--- src/rtl/mem_arb_pkg.sv ---
// -----------------------------------------------------------------------------
// mem_arb_pkg
// Shared definitions for the two-requester AXI4-Lite memory arbiter:
//   - arb_state_t      : transaction state machine encoding
//   - PROT             : fixed AXI protection attribute driven on awprot/arprot
//   - DEFAULT_ERR_WORD : read data returned when the slave watchdog fires
//   - GRANT_*          : one-hot grant encodings (bit 0 = m0, bit 1 = m1)
//   - is_write()       : a request with any byte strobe set is a write
// -----------------------------------------------------------------------------
package mem_arb_pkg;

   typedef enum logic [2:0] {
      ST_IDLE = 3'd0,
      ST_AR   = 3'd1,
      ST_R    = 3'd2,
      ST_AW_W = 3'd3,
      ST_B    = 3'd4,
      ST_DONE = 3'd5
   } arb_state_t;

   localparam logic [2:0]  PROT             = 3'b000;
   localparam logic [31:0] DEFAULT_ERR_WORD = 32'hDEAD_BEEF;

   localparam logic [1:0]  GRANT_NONE = 2'b00;
   localparam logic [1:0]  GRANT_M0   = 2'b01;
   localparam logic [1:0]  GRANT_M1   = 2'b10;

   function automatic logic is_write(input logic [3:0] wstrb);
      return (wstrb != 4'b0000);
   endfunction

endpackage

--- src/rtl/mem_arb_rr.sv ---
// -----------------------------------------------------------------------------
// mem_arb_rr
// Two-way round-robin picker. Purely combinational; the caller registers the
// result and owns the last-grant state.
// Ports:
//   valid      in  2  request lines, bit 0 = m0, bit 1 = m1
//   last_grant in  2  one-hot requester granted most recently
//   grant      out 2  one-hot pick (00 when nobody requests)
// -----------------------------------------------------------------------------
module mem_arb_rr
   import mem_arb_pkg::*;
(
   input  logic [1:0] valid,
   input  logic [1:0] last_grant,
   output logic [1:0] grant
);

   // Pick the single requester, or on a tie the one not served last.
   always_comb begin
      grant = GRANT_NONE;
      case (valid)
         2'b01: grant = GRANT_M0;
         2'b10: grant = GRANT_M1;
         2'b11: begin
            if (last_grant == GRANT_M0) begin
               grant = GRANT_M1;
            end else begin
               grant = GRANT_M0;
            end
         end
         default: grant = GRANT_NONE;
      endcase
   end

endmodule

--- src/rtl/mem_axi_arbiter.sv ---
// -----------------------------------------------------------------------------
// mem_axi_arbiter
// Arbitrates two simple valid/ready memory requesters (m0 = core, m1 = host
// bridge) onto one AXI4-Lite master port, one transaction at a time. A
// watchdog aborts any transaction whose slave stalls for TIMEOUT cycles and
// returns ERR_WORD with a timeout_err pulse.
// Parameters:
//   TIMEOUT   watchdog limit in clk cycles (2..65535)
//   ERR_WORD  read data returned on a watchdog abort
// Ports:
//   clk, resetn                 clock, synchronous active-low reset
//   m0_* / m1_*                 requester: valid/addr/wdata/wstrb in,
//                               ready (1-cycle pulse) / rdata out
//   mem_axi_*                   AXI4-Lite master (AW, W, B, AR, R channels)
//   grant                       one-hot current bus owner, 00 when idle
//   timeout_err                 pulses with ready of an aborted transaction
// All outputs come straight from flops.
// -----------------------------------------------------------------------------
module mem_axi_arbiter
   import mem_arb_pkg::*;
#(
   parameter int          TIMEOUT  = 1024,
   parameter logic [31:0] ERR_WORD = DEFAULT_ERR_WORD
)(
   input  logic        clk,
   input  logic        resetn,

   input  logic        m0_valid,
   output logic        m0_ready,
   input  logic [31:0] m0_addr,
   input  logic [31:0] m0_wdata,
   input  logic [3:0]  m0_wstrb,
   output logic [31:0] m0_rdata,

   input  logic        m1_valid,
   output logic        m1_ready,
   input  logic [31:0] m1_addr,
   input  logic [31:0] m1_wdata,
   input  logic [3:0]  m1_wstrb,
   output logic [31:0] m1_rdata,

   output logic        mem_axi_awvalid,
   input  logic        mem_axi_awready,
   output logic [31:0] mem_axi_awaddr,
   output logic [2:0]  mem_axi_awprot,

   output logic        mem_axi_wvalid,
   input  logic        mem_axi_wready,
   output logic [31:0] mem_axi_wdata,
   output logic [3:0]  mem_axi_wstrb,

   input  logic        mem_axi_bvalid,
   output logic        mem_axi_bready,

   output logic        mem_axi_arvalid,
   input  logic        mem_axi_arready,
   output logic [31:0] mem_axi_araddr,
   output logic [2:0]  mem_axi_arprot,

   input  logic        mem_axi_rvalid,
   output logic        mem_axi_rready,
   input  logic [31:0] mem_axi_rdata,

   output logic [1:0]  grant,
   output logic        timeout_err
);

   // Watchdog fires when the counter reaches TIMEOUT-1, i.e. on the
   // TIMEOUT-th busy cycle of the transaction.
   localparam logic [15:0] WD_LAST = 16'(TIMEOUT - 1);

   arb_state_t  state_r;
   logic [1:0]  last_grant_r;
   logic [15:0] wd_cnt_r;
   logic [31:0] addr_r;
   logic [31:0] wdata_r;
   logic [3:0]  wstrb_r;

   logic [1:0]  pick_s;
   logic [31:0] req_addr_s;
   logic [31:0] req_wdata_s;
   logic [3:0]  req_wstrb_s;
   logic        busy_s;
   logic        done_ok_s;
   logic        wd_expired_s;
   logic        timeout_s;
   logic        aw_done_s;
   logic        w_done_s;

   mem_arb_rr u_rr (
      .valid      ({m1_valid, m0_valid}),
      .last_grant (last_grant_r),
      .grant      (pick_s)
   );

   // Request fields of whichever requester the picker chose.
   always_comb begin
      req_addr_s  = m0_addr;
      req_wdata_s = m0_wdata;
      req_wstrb_s = m0_wstrb;
      if (pick_s == GRANT_M1) begin
         req_addr_s  = m1_addr;
         req_wdata_s = m1_wdata;
         req_wstrb_s = m1_wstrb;
      end else begin
         req_addr_s  = m0_addr;
         req_wdata_s = m0_wdata;
         req_wstrb_s = m0_wstrb;
      end
   end

   // Classify the current state: busy (watchdog counting) and whether the
   // final slave response is being accepted this cycle.
   always_comb begin
      busy_s    = 1'b0;
      done_ok_s = 1'b0;
      case (state_r)
         ST_AR, ST_AW_W: begin
            busy_s    = 1'b1;
            done_ok_s = 1'b0;
         end
         ST_R: begin
            busy_s    = 1'b1;
            done_ok_s = mem_axi_rvalid;
         end
         ST_B: begin
            busy_s    = 1'b1;
            done_ok_s = mem_axi_bvalid;
         end
         default: begin
            busy_s    = 1'b0;
            done_ok_s = 1'b0;
         end
      endcase
   end

   // A real response arriving on the last watchdog cycle wins over the abort.
   assign wd_expired_s = (wd_cnt_r == WD_LAST);
   assign timeout_s    = busy_s && wd_expired_s && !done_ok_s;

   // AW and W complete independently; a channel is done once its valid is low.
   assign aw_done_s = !mem_axi_awvalid || mem_axi_awready;
   assign w_done_s  = !mem_axi_wvalid  || mem_axi_wready;

   assign mem_axi_awaddr = addr_r;
   assign mem_axi_araddr = addr_r;
   assign mem_axi_wdata  = wdata_r;
   assign mem_axi_wstrb  = wstrb_r;
   assign mem_axi_awprot = PROT;
   assign mem_axi_arprot = PROT;

   // Transaction state machine with all handshake outputs registered.
   always_ff @(posedge clk) begin
      if (!resetn) begin
         state_r         <= ST_IDLE;
         grant           <= GRANT_NONE;
         last_grant_r    <= GRANT_M1;
         wd_cnt_r        <= 16'd0;
         addr_r          <= 32'h0000_0000;
         wdata_r         <= 32'h0000_0000;
         wstrb_r         <= 4'b0000;
         mem_axi_awvalid <= 1'b0;
         mem_axi_wvalid  <= 1'b0;
         mem_axi_bready  <= 1'b0;
         mem_axi_arvalid <= 1'b0;
         mem_axi_rready  <= 1'b0;
         m0_ready        <= 1'b0;
         m1_ready        <= 1'b0;
         m0_rdata        <= 32'h0000_0000;
         m1_rdata        <= 32'h0000_0000;
         timeout_err     <= 1'b0;
      end else begin
         m0_ready    <= 1'b0;
         m1_ready    <= 1'b0;
         timeout_err <= 1'b0;

         if (timeout_s) begin
            // Abandon the slave: drop every valid/ready and report the error.
            mem_axi_awvalid <= 1'b0;
            mem_axi_wvalid  <= 1'b0;
            mem_axi_bready  <= 1'b0;
            mem_axi_arvalid <= 1'b0;
            mem_axi_rready  <= 1'b0;
            wd_cnt_r        <= 16'd0;
            m0_ready        <= grant[0];
            m1_ready        <= grant[1];
            timeout_err     <= 1'b1;
            if (grant[1]) begin
               m1_rdata <= ERR_WORD;
            end else begin
               m0_rdata <= ERR_WORD;
            end
            state_r <= ST_DONE;
         end else begin
            case (state_r)
               ST_IDLE: begin
                  wd_cnt_r <= 16'd0;
                  if (pick_s != GRANT_NONE) begin
                     grant        <= pick_s;
                     last_grant_r <= pick_s;
                     addr_r       <= req_addr_s;
                     wdata_r      <= req_wdata_s;
                     wstrb_r      <= req_wstrb_s;
                     if (is_write(req_wstrb_s)) begin
                        mem_axi_awvalid <= 1'b1;
                        mem_axi_wvalid  <= 1'b1;
                        state_r         <= ST_AW_W;
                     end else begin
                        mem_axi_arvalid <= 1'b1;
                        state_r         <= ST_AR;
                     end
                  end else begin
                     state_r <= ST_IDLE;
                  end
               end

               ST_AR: begin
                  wd_cnt_r <= wd_cnt_r + 16'd1;
                  if (mem_axi_arready) begin
                     mem_axi_arvalid <= 1'b0;
                     mem_axi_rready  <= 1'b1;
                     state_r         <= ST_R;
                  end else begin
                     state_r <= ST_AR;
                  end
               end

               ST_R: begin
                  if (mem_axi_rvalid) begin
                     mem_axi_rready <= 1'b0;
                     wd_cnt_r       <= 16'd0;
                     m0_ready       <= grant[0];
                     m1_ready       <= grant[1];
                     if (grant[1]) begin
                        m1_rdata <= mem_axi_rdata;
                     end else begin
                        m0_rdata <= mem_axi_rdata;
                     end
                     state_r <= ST_DONE;
                  end else begin
                     wd_cnt_r <= wd_cnt_r + 16'd1;
                     state_r  <= ST_R;
                  end
               end

               ST_AW_W: begin
                  wd_cnt_r <= wd_cnt_r + 16'd1;
                  if (mem_axi_awvalid && mem_axi_awready) begin
                     mem_axi_awvalid <= 1'b0;
                  end else begin
                     mem_axi_awvalid <= mem_axi_awvalid;
                  end
                  if (mem_axi_wvalid && mem_axi_wready) begin
                     mem_axi_wvalid <= 1'b0;
                  end else begin
                     mem_axi_wvalid <= mem_axi_wvalid;
                  end
                  if (aw_done_s && w_done_s) begin
                     mem_axi_bready <= 1'b1;
                     state_r        <= ST_B;
                  end else begin
                     state_r <= ST_AW_W;
                  end
               end

               ST_B: begin
                  if (mem_axi_bvalid) begin
                     mem_axi_bready <= 1'b0;
                     wd_cnt_r       <= 16'd0;
                     m0_ready       <= grant[0];
                     m1_ready       <= grant[1];
                     state_r        <= ST_DONE;
                  end else begin
                     wd_cnt_r <= wd_cnt_r + 16'd1;
                     state_r  <= ST_B;
                  end
               end

               ST_DONE: begin
                  // Ready pulses this cycle; IDLE looks at valids only after
                  // the requester has seen it.
                  grant    <= GRANT_NONE;
                  wd_cnt_r <= 16'd0;
                  state_r  <= ST_IDLE;
               end

               default: begin
                  grant           <= GRANT_NONE;
                  wd_cnt_r        <= 16'd0;
                  mem_axi_awvalid <= 1'b0;
                  mem_axi_wvalid  <= 1'b0;
                  mem_axi_bready  <= 1'b0;
                  mem_axi_arvalid <= 1'b0;
                  mem_axi_rready  <= 1'b0;
                  state_r         <= ST_IDLE;
               end
            endcase
         end
      end
   end

endmodule

--- config.mk ---
export PLATFORM = sky130hd
export DESIGN_NAME = mem_axi_arbiter
export DESIGN_NICKNAME = d
export VERILOG_FILES = /design/src/rtl/mem_arb_pkg.sv /design/src/rtl/mem_arb_rr.sv /design/src/rtl/mem_axi_arbiter.sv
export SDC_FILE = /design/constraint.sdc
export NUM_CORES = 1
export LEC_CHECK = 0
export CAP_MARGIN = 0
export CORE_MARGIN = 4
export CORE_UTILIZATION = 38
export CTS_CLUSTER_DIAMETER = 150
export DETAILED_ROUTE_END_ITERATION = 8
export GPL_TIMING_DRIVEN = 0
export PLACE_DENSITY = 0.79
export SYNTH_ARGS = -nofsm -noshare
export SYNTH_HDL_FRONTEND = slang
export SYNTH_SLANG_ARGS = --single-unit
--- constraint.sdc ---
create_clock -name clk -period 1.69 [get_ports clk]
set_input_delay 0.338 -clock clk [delete_from_list [all_inputs] [get_ports clk]]
set_output_delay 0.338 -clock clk [all_outputs]
set_load 0.05 [all_outputs]
# ---- Word-level counts from Yosys, hierarchy flattened
# Index checks and enable logic that the tools add are counted.
dict set report totals {
  regBits 163
  wordCells 136
}
dict set report classes {
  n_addsub 1
  eq_ne 24
  mux 55
  bitwise 7
  n_reduce_logical 31
}
# op n
set op_table {}
lappend op_table {{32-bit two-way mux} 12}
lappend op_table {{16-bit one-hot mux with 3 select lines} 1}
lappend op_table {{16-bit two-way mux} 2}
lappend op_table {{2-bit != test (second input constant)} 13}
lappend op_table {{1-bit two-way mux} 20}
lappend op_table {{4-bit AND reduction} 5}
lappend op_table {{4-bit OR reduction} 5}
lappend op_table {{16-bit by 1-bit adder with 16-bit output (second input constant)} 1}
lappend op_table {{16-bit by 10-bit equality test with 1-bit output (second input constant)} 1}
lappend op_table {{1-bit one-hot mux with 3 select lines} 5}
lappend op_table {{3-bit one-hot mux with 5 select lines} 1}
lappend op_table {{3-bit two-way mux} 4}
lappend op_table {{3-bit AND reduction} 4}
lappend op_table {{2-bit two-way mux} 4}
lappend op_table {{1-bit NOT} 7}
lappend op_table {{2-bit equality test (second input constant)} 3}
lappend op_table {{3-bit by 2-bit equality test with 1-bit output (second input constant)} 2}
lappend op_table {{3-bit equality test (second input constant)} 2}
lappend op_table {{1-bit one-hot mux with 2 select lines} 3}
lappend op_table {{2-bit one-hot mux with 3 select lines} 1}
lappend op_table {{2-bit nonzero test} 3}
lappend op_table {{1-bit logical AND} 5}
lappend op_table {{2-bit by 1-bit equality test with 1-bit output (second input constant)} 2}
lappend op_table {{4-bit two-way mux} 1}
lappend op_table {{7 further kinds} 11}

# ---- Longest topological paths before layout
dict set report logic_depth {
  word_depth 10
  ltp_mapped 8
  depth_no_buf 5
}

# ---- By module
# A second synthesis with hierarchy kept.
dict set report unflattened {
  hier_cells 886
  area_unflattened_um2 7778.7
}
# mod n_inst cells_per_inst area_per_inst_um2 seq_area_each_um2
set by_module_without_submodules {}
lappend by_module_without_submodules {mem_axi_arbiter 1 882 7748.7 3263.1}
lappend by_module_without_submodules {mem_arb_rr 1 4 30.0 0.0}

# ---- Worst setup path before layout
# OpenSTA, ideal clock, no wires.
dict set report synth_timing {
  path_kind {flip-flop to flip-flop}
  startpoint {register state_r[1]}
  endpoint {register m1_rdata[10]}
  arrival_ns 1.728
  slack_ns -0.154
  stages_incl_launch_ff 9
  n_path_buf 3
  synth_period_minus_slack_ns 1.844
  cell_sequence {dfxtp_1 buf_6 nand3b_1 a21oi_1 o31ai_4 and2_1 buf_2 buf_6 o211a_1}
}
dict set report synth_via {
  elab_chain_len 7
}
# item line
set synth_lines {}
lappend synth_lines {{start, declared} mem_axi_arbiter.sv:72} ;# arb_state_t state_r;
lappend synth_lines {{start signal, assigned} mem_axi_arbiter.sv:155} ;# state_r <= ST_IDLE;
lappend synth_lines {{start signal, assigned} mem_axi_arbiter.sv:193} ;# state_r <= ST_DONE;
lappend synth_lines {{start signal, assigned} mem_axi_arbiter.sv:207} ;# state_r <= ST_AW_W;
lappend synth_lines {{3-bit equality test, or another cell as far along} mem_axi_arbiter.sv:117} ;# case (state_r)
lappend synth_lines {{4-bit OR reduction (no line)} -}
lappend synth_lines {{1-bit two-way mux} mem_axi_arbiter.sv:117}
lappend synth_lines {{1-bit logical AND (2 in series)} mem_axi_arbiter.sv:139} ;# assign timeout_s = busy_s && wd_expired_s && !done_ok_s;
lappend synth_lines {{2-bit != test (no line) or 2-bit nonzero test (tied branches)} -}
lappend synth_lines {{4-bit AND reduction (no line)} -}
lappend synth_lines {{end signal, assigned} mem_axi_arbiter.sv:235} ;# m1_rdata <= mem_axi_rdata;
lappend synth_lines {{end, declared} mem_axi_arbiter.sv:40} ;# output logic [31:0] m1_rdata,
# Several ways; a longest one is shown, not always the timed one.
# A chain may end at the register's enable or synchronous reset.

# ---- Worst setup path in the final report
dict set report layout_timing {
  startpoint {register state_r[1]}
  endpoint {register m1_rdata[18]}
}
# Same word-level chain as after synthesis.

==> flow_summary.ini <==
[synth]
yosys.cell_types.count = 54
synth_area_um2 = 7610
ys.flop_type = dfxtp_1
yosys.area.top_type = dfxtp_1
synth_edf_count = 0
syn_avg_cell_area_um2 = 9.71
ys_top_cells_by_area = dfxtp_1 (43%), o211a_1 (12%), mux2i_1 (9.1%)
synth_warnings = 0
synth.most_common_cell = dfxtp_1
yosysSeqAreaShare_pct = 42.9
synthTopCellsByCount = dfxtp_1 (163), nand2_1 (101), o211a_1 (94), mux2i_1 (69), nor2_1 (53)
syn_inst = 784
synth-seq-cells = 163
async_flop_share_pct = 0
yosysTopAreaCellShare_pct = 42.9

[layout]
syn2layout_area_growth_pct = 65.8
antenna_cells = 0
fin_util_pct = 64.4
fin_area_um2 = 12600
drive_above_1_share_pct = 23.4
fillers = 1662
num-nets-final = 1368

[timing]
fin_setup_tns_ns = -7.99
finalHoldViolations = 0
drv_slew = 0
setup_ws_ns = -0.212
setup_viol = 69
fin_skew_ns = 0.0143
period_needed_ns = 1.90
slew_headroom_pct = 60.6
tightest_slew_ns = 0.591
rsz0062_at_grt = yes
post-route-period-util_pct = 113
fmax_ghz = 0.526

[detailed_routing]
wl_met3_um = 1770
ant_nets = 0
num_vias = 7409
first_pass_iters = 5
wl_per_cell_um = 18.5
routed_wirelength_um = 27200
wl_met2_um = 14200
drc = 0
top_layer = met4
avgViaCountPerCell = 5.05
met1Wirelength_um = 10600
drt_iter0_drc = 334

[global_routing]
grt_max_degree = 17
antenna_found_initial = 0
grt_pass1_wl_um = 41200
first_global_vias = 7649
gr-total-overflow = 0
grtUsageTotal_pct = 23.5

[clock_tree]
htreeDepth = 4
cts_buffers = 17
clk_latency_ns = 0.42
cts.reportedPaths.clkPinSlew_ns = 0.06
cts_tree = yes
cts_sinks = 163
root_buffer = clkbuf_16
hold_buffers = 0
cts_buffer_depth = 2

[worst_setup_path]
critPathMaxStageDelay_ns = 0.38
crit_buf_inv = 4
crit_arrival_ns = 2.21
crit_type = register to register
cp-start-kind = register
crit_family = compound AO/OA/AOI/OAI gates
cp_slowest_cell = dfxtp_2
path_max_fanout = 10
crit_required_ns = 2.00
path_cells = buf_8 > nand3b_1 > a21oi_4 > o31ai_4 > and2_1 > buf_6 > buf_12 > buf_16 > o211a_1
endpoint_kind = register

[power_and_ir_drop]
p_clk_share_pct = 20.9
max-vdd-ir-drop_v = 0.00101
p_per_area_nw_per_um2 = 1510
switchingPower_w = 0.00862
combPwrFrac_pct = 51.2
power_frac_seq_pct = 27.9
p_sw_share_pct = 45.3
internal-power_w = 0.0104
power_leakage_nw = 6.29

[place]
place_area_um2 = 11500
dp_slack_ns = -1.16
io_buffers = 349
gp_congestion = 0.825
dp_hpwl_um = 20200

[floorplanning]
start_util_pct = 38.9
rows = 51
die-height_um = 150
core_um2 = 19600
die_w_um = 150
io_pins = 357
dieArea_um2 = 22400

[flow_run]
cap_violations = 0

[run_status]
status = complete, but fails checks
violations = negative setup slack

[worst_hold_path]
min_path_type = register to register
[worst reg2reg max path: cells and delay by family (launching register included)]
family	cells	cell delay, ns
buf+inv	4	0.53
flops	1	0.38
compound gates	3	0.58
simple gates	2	0.30
[layout by cell type, fill, tap and decap left out, drive strengths merged, types with 11 or more instances in the layout]
cell type,instances
clkdlybuf4s50,175
dfxtp,163
buf,105
nand2,101
o211a,94
clkbuf,84
clkdlybuf4s15,72
mux2i,69
dlygate4sd2,68
nor2,53
nand3,34
o21a,33
o31a,25
and3,13
inv,11
[power groups by stage]
stage                     Combinational, W  Clock, W  Sequential, W
after floorplan                    0.00365         0        0.00789
after global placement             0.00953         0        0.00532
after detailed placement           0.00960         0        0.00536
after CTS                          0.00955   0.00402        0.00529
after global routing                0.0102   0.00419        0.00541
final                              0.00973   0.00397        0.00531
[metal layers]
layer  global-route usage (%)  vias to the layer above
li1                         -                     3574
met2                     42.6                      283
met5                        0                        -
met4                     8.51                        0
met1                     26.8                     3513
met3                     5.42                       39
[kinds of logic after synthesis]
| logic type | share of synthesized area [%] |
|---|---|
| AO/OA/AOI/OAI | 22.2 |
| XOR/XNOR | 1.61 |
| adder cells (fa/ha/maj) | 0.164 |
| buffers and inverters | 9.48 |
| flip-flops | 42.9 |
| multiplexers | 9.07 |
| other | 0.0493 |
| AND/OR/NAND/NOR | 14.6 |
[timing repair]
| item | in CTS | in global routing |
|---|---|---|
| pin swaps | 18 | 20 |
| setup buffers | 22 | 10 |
| setup endpoints to repair | 328 | 220 |
| hold endpoints to repair | 0 | 0 |
| gates resized for setup | 378 | 129 |
| cloned | 5 | 1 |
[sequential cells by signal (all words and copies together), names as in the netlist]
register and cells:
m0_rdata 32, m0_ready 1, m1_ready 1, timeout_err 1
state_r 3, mem_axi_wstrb 4, mem_axi_rready 1, mem_axi_araddr 32
mem_axi_wdata 32, last_grant_r 2, mem_axi_awvalid 1, m1_rdata 32
mem_axi_arvalid 1, grant 2, mem_axi_bready 1, wd_cnt_r 16
mem_axi_wvalid 1
[cell type report]
| cell class | count | area, µm² | share of cell area (%) |
|---|---|---|---|
| Buffer | 103 | 851 | 6.74 |
| Sequential cell | 163 | 3280 | 26.0 |
| Inverter | 7 | 26.3 | 0.208 |
| Clock inverter | 12 | 145 | 1.15 |
| Multi-Input combinational cell | 514 | 3850 | 30.5 |
| Timing Repair Buffer | 384 | 3680 | 29.1 |
| Clock buffer | 20 | 457 | 3.62 |
| Tap cell | 265 | 332 | 2.63 |
[through the flow]
stage / instances / hold slack (ns) / power [W]
final: 1468 / 0.451 / 0.0190
after global routing: 1468 / 0.479 / 0.0198
after CTS: 1462 / 0.463 / 0.0189
after detailed placement: 1403 / 0.448 / 0.0150
after global placement: 1403 / 0.428 / 0.0148
after floorplan: 789 / 0.417 / 0.0115
[final timing paths]
kind | start | to | slack, ns | cells after the start
hold reg to reg | last_grant_r[1] | last_grant_r[1] | 0.45 | 1
hold / removal | last_grant_r[1] | last_grant_r[1] | 0.45 | 1
setup reg to reg | state_r[1] | m1_rdata[18] | -0.21 | 9
setup / recovery | state_r[1] | m1_rdata[18] | -0.21 | 9
Power figures use the tool's default switching activity.
